`config.mk`:
```
export PLATFORM = sky130hd
export DESIGN_NAME = meas_scan_ctrl_flat
export DESIGN_NICKNAME = d
export VERILOG_FILES = /design/src/rtl/meas_scan_ctrl_if.sv /design/src/rtl/meas_scan_ctrl.sv /design/src/flat_wrapper.sv
export SDC_FILE = /design/constraint.sdc
export NUM_CORES = 1
export LEC_CHECK = 0
export CORE_UTILIZATION = 40
export DETAILED_ROUTE_END_ITERATION = 6
export MAX_ROUTING_LAYER = met4
export PLACE_DENSITY = 0.68
export SKIP_CTS_REPAIR_TIMING = 1
export SYNTH_ARGS = -nofsm -noshare
export SYNTH_HDL_FRONTEND = slang
export SYNTH_SLANG_ARGS = --single-unit
export TNS_END_PERCENT = 30
```
`constraint.sdc`:
```
create_clock -name I_clk -period 4.2 [get_ports I_clk]
set_clock_uncertainty 0.15 [all_clocks]
set_input_delay 0.84 -clock I_clk [delete_from_list [all_inputs] [get_ports I_clk]]
set_output_delay 0.84 -clock I_clk [all_outputs]
set_load 0.02 [all_outputs]
```
`src/rtl/meas_scan_ctrl_if.sv`:
```
// Handshake bundle between the measurement scan controller and its mux/consumer.
// The slave modport is the controller's view; master is the requester/consumer side.
interface meas_scan_ctrl_if #(
    parameter int C_IDWIDTH = 24,
    parameter int C_ISWIDTH = 6
);
    logic                 I_start;
    logic [C_ISWIDTH-1:0] I_first;
    logic [C_ISWIDTH-1:0] I_last;
    logic                 I_abort;
    logic [C_IDWIDTH-1:0] I_mux_data;
    logic                 I_ready;
    logic [C_ISWIDTH-1:0] O_sel;
    logic [C_IDWIDTH-1:0] O_data;
    logic [C_ISWIDTH-1:0] O_chan;
    logic                 O_valid;
    logic                 O_busy;
    logic                 O_done;
    logic                 O_err;

    modport slave (
        input  I_start, I_first, I_last, I_abort, I_mux_data, I_ready,
        output O_sel, O_data, O_chan, O_valid, O_busy, O_done, O_err
    );

    modport master (
        output I_start, I_first, I_last, I_abort, I_mux_data, I_ready,
        input  O_sel, O_data, O_chan, O_valid, O_busy, O_done, O_err
    );
endinterface

```
`src/rtl/meas_scan_ctrl.sv`:
```
// Scans a contiguous range of mux channels: select, wait a settle time, capture,
// and hand each sample to the consumer with a valid/ready handshake.
module meas_scan_ctrl #(
    parameter int C_INUM    = 48,
    parameter int C_IDWIDTH = 24,
    parameter int C_ISWIDTH = 6,
    parameter int C_SETTLE  = 4
) (
    input  logic             I_clk,
    input  logic             I_rst_n,
    meas_scan_ctrl_if.slave  i_bus
);

    typedef enum logic [1:0] {
        ST_IDLE   = 2'd0,
        ST_SETTLE = 2'd1,
        ST_HOLD   = 2'd2,
        ST_DONE   = 2'd3
    } state_t;

    localparam logic [C_ISWIDTH:0] LP_INUM     = (C_ISWIDTH+1)'(C_INUM);
    localparam logic [7:0]         LP_CNT_INIT = 8'(C_SETTLE - 1);

    state_t               r_state;
    logic [7:0]           r_cnt;
    logic [C_ISWIDTH-1:0] r_last;
    logic [C_ISWIDTH-1:0] r_sel;
    logic [C_IDWIDTH-1:0] r_data;
    logic [C_ISWIDTH-1:0] r_chan;
    logic                 r_valid;
    logic                 r_busy;
    logic                 r_done;
    logic                 r_err;

    logic                 w_bad_range;
    logic                 w_accept;

    assign w_bad_range = (i_bus.I_first > i_bus.I_last) ||
                         ({1'b0, i_bus.I_last} >= LP_INUM);
    assign w_accept    = r_valid && i_bus.I_ready;

    // Scan FSM; every output is a register updated alongside the state.
    always_ff @(posedge I_clk or negedge I_rst_n) begin
        if (!I_rst_n) begin
            r_state <= ST_IDLE;
            r_cnt   <= 8'd0;
            r_last  <= '0;
            r_sel   <= '0;
            r_data  <= '0;
            r_chan  <= '0;
            r_valid <= 1'b0;
            r_busy  <= 1'b0;
            r_done  <= 1'b0;
            r_err   <= 1'b0;
        end else begin
            r_done <= 1'b0;
            r_err  <= 1'b0;
            case (r_state)
                ST_IDLE: begin
                    if (i_bus.I_start) begin
                        if (w_bad_range) begin
                            r_err <= 1'b1;
                        end else begin
                            r_last  <= i_bus.I_last;
                            r_sel   <= i_bus.I_first;
                            r_cnt   <= LP_CNT_INIT;
                            r_busy  <= 1'b1;
                            r_state <= ST_SETTLE;
                        end
                    end
                end
                ST_SETTLE: begin
                    if (i_bus.I_abort) begin
                        r_cnt   <= 8'd0;
                        r_valid <= 1'b0;
                        r_busy  <= 1'b0;
                        r_state <= ST_IDLE;
                    end else if (r_cnt == 8'd0) begin
                        r_data  <= i_bus.I_mux_data;
                        r_chan  <= r_sel;
                        r_valid <= 1'b1;
                        r_state <= ST_HOLD;
                    end else begin
                        r_cnt <= r_cnt - 8'd1;
                    end
                end
                ST_HOLD: begin
                    // Abort wins over a same-cycle acceptance, so no done pulse follows.
                    if (i_bus.I_abort) begin
                        r_cnt   <= 8'd0;
                        r_valid <= 1'b0;
                        r_busy  <= 1'b0;
                        r_state <= ST_IDLE;
                    end else if (w_accept) begin
                        r_valid <= 1'b0;
                        if (r_sel != r_last) begin
                            r_sel   <= r_sel + C_ISWIDTH'(1);
                            r_cnt   <= LP_CNT_INIT;
                            r_state <= ST_SETTLE;
                        end else begin
                            r_done  <= 1'b1;
                            r_state <= ST_DONE;
                        end
                    end
                end
                ST_DONE: begin
                    r_cnt   <= 8'd0;
                    r_valid <= 1'b0;
                    r_busy  <= 1'b0;
                    r_state <= ST_IDLE;
                end
                default: begin
                    r_cnt   <= 8'd0;
                    r_valid <= 1'b0;
                    r_busy  <= 1'b0;
                    r_state <= ST_IDLE;
                end
            endcase
        end
    end

    assign i_bus.O_sel   = r_sel;
    assign i_bus.O_data  = r_data;
    assign i_bus.O_chan  = r_chan;
    assign i_bus.O_valid = r_valid;
    assign i_bus.O_busy  = r_busy;
    assign i_bus.O_done  = r_done;
    assign i_bus.O_err   = r_err;

endmodule

```
`src/flat_wrapper.sv`:
```
// flat-port wrapper written by rule: the top's interface ports become plain ports
module meas_scan_ctrl_flat 
#(
    parameter int C_INUM    = 48,
    parameter int C_IDWIDTH = 24,
    parameter int C_ISWIDTH = 6,
    parameter int C_SETTLE  = 4
)
  (I_clk, I_rst_n, i_bus_I_start, i_bus_I_first, i_bus_I_last, i_bus_I_abort, i_bus_I_mux_data, i_bus_I_ready, i_bus_O_sel, i_bus_O_data, i_bus_O_chan, i_bus_O_valid, i_bus_O_busy, i_bus_O_done, i_bus_O_err);
  meas_scan_ctrl_if #(.C_IDWIDTH(C_IDWIDTH), .C_ISWIDTH(C_ISWIDTH)) i_bus_i ();
  input  logic I_clk;
  input  logic I_rst_n;
  input wire logic [$bits(i_bus_i.I_start)-1:0] i_bus_I_start;
  input wire logic [$bits(i_bus_i.I_first)-1:0] i_bus_I_first;
  input wire logic [$bits(i_bus_i.I_last)-1:0] i_bus_I_last;
  input wire logic [$bits(i_bus_i.I_abort)-1:0] i_bus_I_abort;
  input wire logic [$bits(i_bus_i.I_mux_data)-1:0] i_bus_I_mux_data;
  input wire logic [$bits(i_bus_i.I_ready)-1:0] i_bus_I_ready;
  output wire logic [$bits(i_bus_i.O_sel)-1:0] i_bus_O_sel;
  output wire logic [$bits(i_bus_i.O_data)-1:0] i_bus_O_data;
  output wire logic [$bits(i_bus_i.O_chan)-1:0] i_bus_O_chan;
  output wire logic [$bits(i_bus_i.O_valid)-1:0] i_bus_O_valid;
  output wire logic [$bits(i_bus_i.O_busy)-1:0] i_bus_O_busy;
  output wire logic [$bits(i_bus_i.O_done)-1:0] i_bus_O_done;
  output wire logic [$bits(i_bus_i.O_err)-1:0] i_bus_O_err;
  assign i_bus_i.I_start = i_bus_I_start;
  assign i_bus_i.I_first = i_bus_I_first;
  assign i_bus_i.I_last = i_bus_I_last;
  assign i_bus_i.I_abort = i_bus_I_abort;
  assign i_bus_i.I_mux_data = i_bus_I_mux_data;
  assign i_bus_i.I_ready = i_bus_I_ready;
  assign i_bus_O_sel = i_bus_i.O_sel;
  assign i_bus_O_data = i_bus_i.O_data;
  assign i_bus_O_chan = i_bus_i.O_chan;
  assign i_bus_O_valid = i_bus_i.O_valid;
  assign i_bus_O_busy = i_bus_i.O_busy;
  assign i_bus_O_done = i_bus_i.O_done;
  assign i_bus_O_err = i_bus_i.O_err;
  meas_scan_ctrl #(.C_INUM(C_INUM), .C_IDWIDTH(C_IDWIDTH), .C_ISWIDTH(C_ISWIDTH), .C_SETTLE(C_SETTLE)) u_core (.I_clk(I_clk), .I_rst_n(I_rst_n), .i_bus(i_bus_i));
endmodule
```
==> results of run 1 <==
[power breakdown]
part           internal, W  switching [W]  total (W)  leakage (nW)
sequential        0.000777       0.000182   0.000959         0.698
combinational     0.000754       0.000710    0.00146          1.05
clock             0.000119       0.000184   0.000303        0.0414
[per-stage QoR]
stage / cells / hold WS, ps
after detailed placement: 415 / 321
after floorplan: 249 / 317
after global routing: 423 / 374
after global placement: 415 / 319
after CTS: 423 / 345
final: 423 / 341
[kinds of logic (layout without fill, tap and decap cells)]
logic type                 count (synthesis)  after routing  share of synthesized area
adders and majority gates                 13             13                     0.0549
xor gates and xnor gates                   6              6                     0.0178
DFF                                       56             56                      0.473
muxes                                     40             40                      0.176
buffers and inverters                     24            102                     0.0427
AOI/OAI and AO/OA                         39             39                     0.0951
and+or+nand+nor                           71             71                      0.140
[placed cells by master (no fill, tap or decap), drive strengths merged, types with 2 or more instances in the layout]
cell type and n:
a211o 3, nor4 2, or2 3, nand2 14, nor4b 3, nand2b 7, clkdlybuf4s50 79, nor2 20
xor2 6, nor2b 5, mux2i 3, and4 2, inv 12, mux2 37, buf 3, nor3 4
o31ai 10, a21oi 6, o21ai 10, clkbuf 6, dfrtp 56, ha 13, nand3 8
[sequential cells by signal, summed over array words and instances, names as in the netlist]
register and count:
u_core.r_cnt 8, u_core.i_bus.O_data 24, u_core.r_state 2, u_core.i_bus.O_busy 1
u_core.i_bus.O_err 1, u_core.i_bus.O_done 1, u_core.i_bus.O_valid 1, u_core.i_bus.O_chan 6
u_core.i_bus.O_sel 6, u_core.r_last 6
[layer usage]
layer  up-vias  global-route usage
met4         0              0.0396
li1       1039                   -
met5         -                   -
met3         5              0.0434
met1      1020               0.239
met2        64               0.265
[layout make-up]
type                    count  area, um2  area share
clock buffers               6       72.6      0.0186
clock inverters             2       16.3     0.00417
inverters                  12       45.0      0.0115
multi-input cells         169       1440       0.368
flip-flops and latches     56       1400       0.359
well taps                  96        120      0.0308
repair buffers             82        811       0.208
[final timing paths]
path,to,slack [ps],from
min in group asynchronous,u_core.i_bus.O_valid$_DFFE_PN0P_,500,I_rst_n
min reg2reg,u_core.i_bus.O_chan[5]$_DFFE_PN0P_,340,u_core.i_bus.O_chan[5]$_DFFE_PN0P_
max reg2reg,u_core.i_bus.O_sel[3]$_DFFE_PN0P_,1430,u_core.r_state[0]$_DFFE_PN0P_
max,u_core.r_cnt[6]$_DFFE_PN0P_,1030,i_bus_I_last[4]
min,u_core.i_bus.O_chan[5]$_DFFE_PN0P_,340,u_core.i_bus.O_chan[5]$_DFFE_PN0P_
max in group asynchronous,u_core.i_bus.O_sel[3]$_DFFE_PN0P_,2630,I_rst_n
[worst min-delay path, cell delays in order (launching register included)]
cell	delay [ps]
dfrtp_1	350
nand2_1	50
o21ai_0	60
==> impl_results.md, run 1 <==
* Stages on worst setup path at 9
* Reg2reg path depth at 8
* DR WL met2 at between 2 and 3 mm
* Worst Setup End Kind: flop
* Vias at around 2,100
* Root buffer cell: clkbuf_8
* Layout area overhead at 31.8%
* Detailed Routing Iterations Pass 1 at 5
* Fin crit share at 0.755
* Outcome: complete, no violations
* Minimum clock period at around 3200 ps
* Hold depth at 2
* Die Ht at 88.0 um
* Leakage at approximately 1.8 nW
* Initial Utilization at 0.424
* Worst setup path category: primary input to flop
* DR WL/cell at 14.5 um
* Vias in the first global route at 2,094
* First-pass GRT wire length at between 10 and 15 mm
* Dpl ws at 700 ps
* Initial antenna violation count at 0
* # DRC at 0
* Crit path required time at around 4300 ps
* Crit path cell chain: clkdlybuf4s50_1 > inv_1 > ha_1 > and4_1 > o21a_1 > nor4_4 > nor2_2 > or2_1 > o41ai_2
* Synth Register Bits at between 50 and 60
* Clk_lat worst skew at between 300 and 400 ps
* Synth unique cells at 46
* Fin. max-slew vios at 0
* Avg Vias per Cell at approximately 5.0
* Worst path bufs/invs at 2
* NumNets Final at 380
* I/O pins at 81
* Design area at between 3000 and 4000 um2
* Max_slew headroom at 0.390
* DP Area at 3810 um2
* GRT Residual Overflow at 0
* Final hold violation count at 0
* HPWL Detailed at 4.48 mm
* HP Class: flop to flop
* Core Region at between 6000 and 7000 um2
* Synth cell count leaders: dfrtp_1 (56), mux2_4 (20), nor2_1 (19)
* Count leader, synth: dfrtp_1
* Fin worst setup slack at a little over 1000 ps
* Clock buffer depth at 2
* GPL Wtd Cong at 0.767
* Max Freq at between 300 and 400 MHz
* Crit-path max FO at 9
* CTS tree: done
* Post-synthesis sequential area ratio at 0.473
* Ys flop type: dfrtp_1
* Pin count of the biggest net entering global routing at 42
* Peak VDD IR at 405 uV
* IO buf count at 80
* Worst setup SP type: primary input
* Drt initial violations at 96
* Syn nets at 303
* Setup tns final at 0 ps
* Delay-heaviest family, CP: simple AND/OR/NAND/NOR gates
* Synth Instances at ~250
* Measured slew at the worst slew-check pin at 915 ps
* Die width at roughly 88 um
* Avg Cell Area, Syn at roughly 12 um2
* Fin util at 0.559
* Yosys top cell by area: dfrtp_1
* Synth warnings at 0
* Htree depth at 2
* Max stage delay on crit path at around 500 ps
* Post-synth EDFFs at 0
* # diodes at 0
* Routed Antenna Nets at 0
* Slowest CP cell: clkdlybuf4s50_1
* Top sig layer: met4
* Power per cell area at ~700 nW/um2
* Number of buffers created by CTS at 5
* # setup viols final at 0
* Max-cap violations at 0
* Ys async rst share at 1.00
* Full die area at roughly 7700 um2
* # fillers at roughly 640
* Mapped Area at a little under 3000 um2
* WL met3 at approximately 330 um
* Routed wire length at 6.12 mm
* RSZ-0062 raised after global routing: false
* Synth top area cells: dfrtp_1 (47%), mux2_4 (10%), ha_1 (5.5%), mux2_2 (3.4%), mux2_1 (3.0%)
* Yosys top cell area share at 0.473
* Met1 wire length at roughly 3.0 mm
* Critical Path AT at ~3200 ps
* Layout cell share with drive strength beyond 1 at 0.153
* CTS clock-pin slew for the worst setup and hold paths at roughly 100 ps
* Pwr Total at 0.00272 W
* Clk sinks at between 50 and 60
* All-layer global routing usage at 0.176
* Row count at 30
(Power assumes the default switching activity.)
==> run 2, diff against run 1 <==
==> constraint.sdc (replaced) <==
create_clock -name I_clk -period 3.3 [get_ports I_clk]
set_clock_uncertainty 0.15 [all_clocks]
set_input_delay 0.66 -clock I_clk [delete_from_list [all_inputs] [get_ports I_clk]]
set_output_delay 0.66 -clock I_clk [all_outputs]
set_load 0.02 [all_outputs]
==> run 2 against run 1 <==
- count of clock-buffer cells in the layout down 1
- worst setup slack worse by 690 ps
- sequential share of layout area down 0.25 points
- total power up 28%
- die area unchanged
- first-iteration DRC count down 20%
- critical path depth unchanged
- critical path type unchanged
- largest cell class unchanged
- largest power group unchanged
==> impl_results.md, run 2 (synthesis gave the netlist of run 1 again) <==
* Outcome: complete, no violations
* Root buffer cell: clkbuf_8
* Dpl ws at roughly 5.1 ps
* GPL Wtd Cong at 0.843
* Comb power frac at 0.538
* Detailed Routing Iterations Pass 1 at 4
* Met1 wire length at around 2.9 mm
* Leakage at ~1.8 nW
* DR WL/cell at 14.3 um
* Routed Antenna Nets at 0
* Peak VDD IR at between 400 and 500 uV
* DR WL met2 at 2.79 mm
* Clk sinks at 56
* Initial Utilization at 0.424
* Top sig layer: met4
* Pwr Total at approximately 0.0035 W
* Fin. max-slew vios at 0
* Vias at approximately 2,100
* Max-cap violations at 0
* HPWL Detailed at about 4.5 mm
* CTS tree: done
* Initial antenna violation count at 0
* Max_slew headroom at 0.635
* Worst setup path category: primary input to flop
* Crit path required time at 3370 ps
* # DRC at 0
* # fillers at between 600 and 700
* Critical Path AT at between 3000 and 4000 ps
* CTS clock-pin slew for the worst setup and hold paths at 110 ps
* DP Area at approximately 3800 um2
* Clock buffer depth at 2
* Max Freq at around 340 MHz
* Final hold violation count at 0
* Part of the power in registers at 0.349
* Worst Setup End Kind: flop
* Design area at just under 4000 um2
* Power per cell area at between 800 and 900 nW/um2
* Leading cell type in the layout, fill and taps excluded: clkdlybuf4s50_1
* Worst setup SP type: primary input
* HP Class: primary input to async pin
* All-layer global routing usage at 0.172
* Core Region at around 7000 um2
* IO buf count at 80
* RSZ-0062 raised after global routing: false
* Crit-path max FO at 8
* I/O pins at between 80 and 90
* Fin crit share at 0.897
* # setup viols final at 0
* Pint at about 0.0021 W
* Number of buffers created by CTS at 5
* Layout area overhead at 32.7%
* # diodes at 0
* Setup tns final at 0 ps
* Drt initial violations at between 70 and 80
* Minimum clock period at 2960 ps
* Most frequent cells in the layout: clkdlybuf4s50_1 (79), dfrtp_1 (56), mux2_4 (20)
* Clock power frac at 0.113
* NumNets Final at 383
* Fin worst setup slack at approximately 340 ps
* Htree depth at 2
* Die width at 88.0 um
* WL met3 at around 350 um
* Psw at around 0.0014 W
* Row count at 30
* GRT Residual Overflow at 0
* Clk_lat worst skew at slightly above 300 ps
* Measured slew at the worst slew-check pin at 547 ps
* First-pass GRT wire length at roughly 10 mm
* Die Ht at between 80 and 90 um
* Layout cell share with drive strength beyond 1 at 0.164
* Hold slack at between 70 and 80 ps
* Switching Share at 0.395
* Routed wire length at slightly above 6 mm
* Full die area at approximately 7700 um2
* Flip-flop count of the largest register after layout at 24
* Pin count of the biggest net entering global routing at between 40 and 50
* Vias in the first global route at just over 2,000
* Avg Vias per Cell at around 5.0
-- run 2: final timing paths --
path	from	slack (ps)	to	cells past startpoint
min in group I_clk	u_core.i_bus.O_chan[5]$_DFFE_PN0P_	340	u_core.i_bus.O_chan[5]$_DFFE_PN0P_	2
worst min-delay path	I_rst_n	70	u_core.i_bus.O_data[0]$_DFFE_PN0P_	1
worst max-delay path	i_bus_I_last[4]	340	u_core.r_cnt[6]$_DFFE_PN0P_	9
worst min register to register	u_core.i_bus.O_chan[5]$_DFFE_PN0P_	340	u_core.i_bus.O_chan[5]$_DFFE_PN0P_	2
worst max register to register	u_core.r_cnt[3]$_DFFE_PN0P_	960	u_core.i_bus.O_chan[4]$_DFFE_PN0P_	5
max in group asynchronous	I_rst_n	2080	u_core.r_cnt[0]$_DFFE_PN0P_	2
-- run 2: layer usage --
| metal | global-route usage | vias up |
|---|---|---|
| met5 | - | - |
| met4 | 0.0440 | 0 |
| met3 | 0.0405 | 5 |
| met2 | 0.260 | 62 |
| met1 | 0.232 | 1009 |
| li1 | - | 1041 |
-- run 2: power groups by stage --
stage / Combinational [W] / Clock (W) / Sequential [W]
2_1_floorplan: 0.000963 / 0 / 0.00146
3_3_place_gp: 0.00187 / 0 / 0.00123
3_5_place_dp: 0.00189 / 0 / 0.00123
4_1_cts: 0.00190 / 0.000415 / 0.00122
5_1_grt: 0.00205 / 0.000440 / 0.00126
6_report: 0.00188 / 0.000396 / 0.00122
-- run 2: area by class of cell --
class / instances / area, um2 / area share
clock inverter: 3 / 25.0 / 0.00637
tap: 96 / 120 / 0.0306
clock buffer: 5 / 68.8 / 0.0175
multi-input combinational: 169 / 1440 / 0.365
timing repair buffer: 85 / 833 / 0.212
sequential: 56 / 1400 / 0.357
inverter: 12 / 45.0 / 0.0115
-- run 2: metrics by stage --
stage           util  std cells
2_1_floorplan      -        249
3_3_place_gp   0.549        418
3_5_place_dp   0.549        418
4_1_cts        0.563        426
5_1_grt        0.563        426
6_report       0.563        426
-- run 2: worst max-delay path, cell delays in order --
cell	delay, ps
clkdlybuf4s50_1	500
inv_1	50
ha_1	290
and4_1	220
o21a_1	150
nor4_4	350
nor2_2	130
or2_1	370
o41ai_2	300
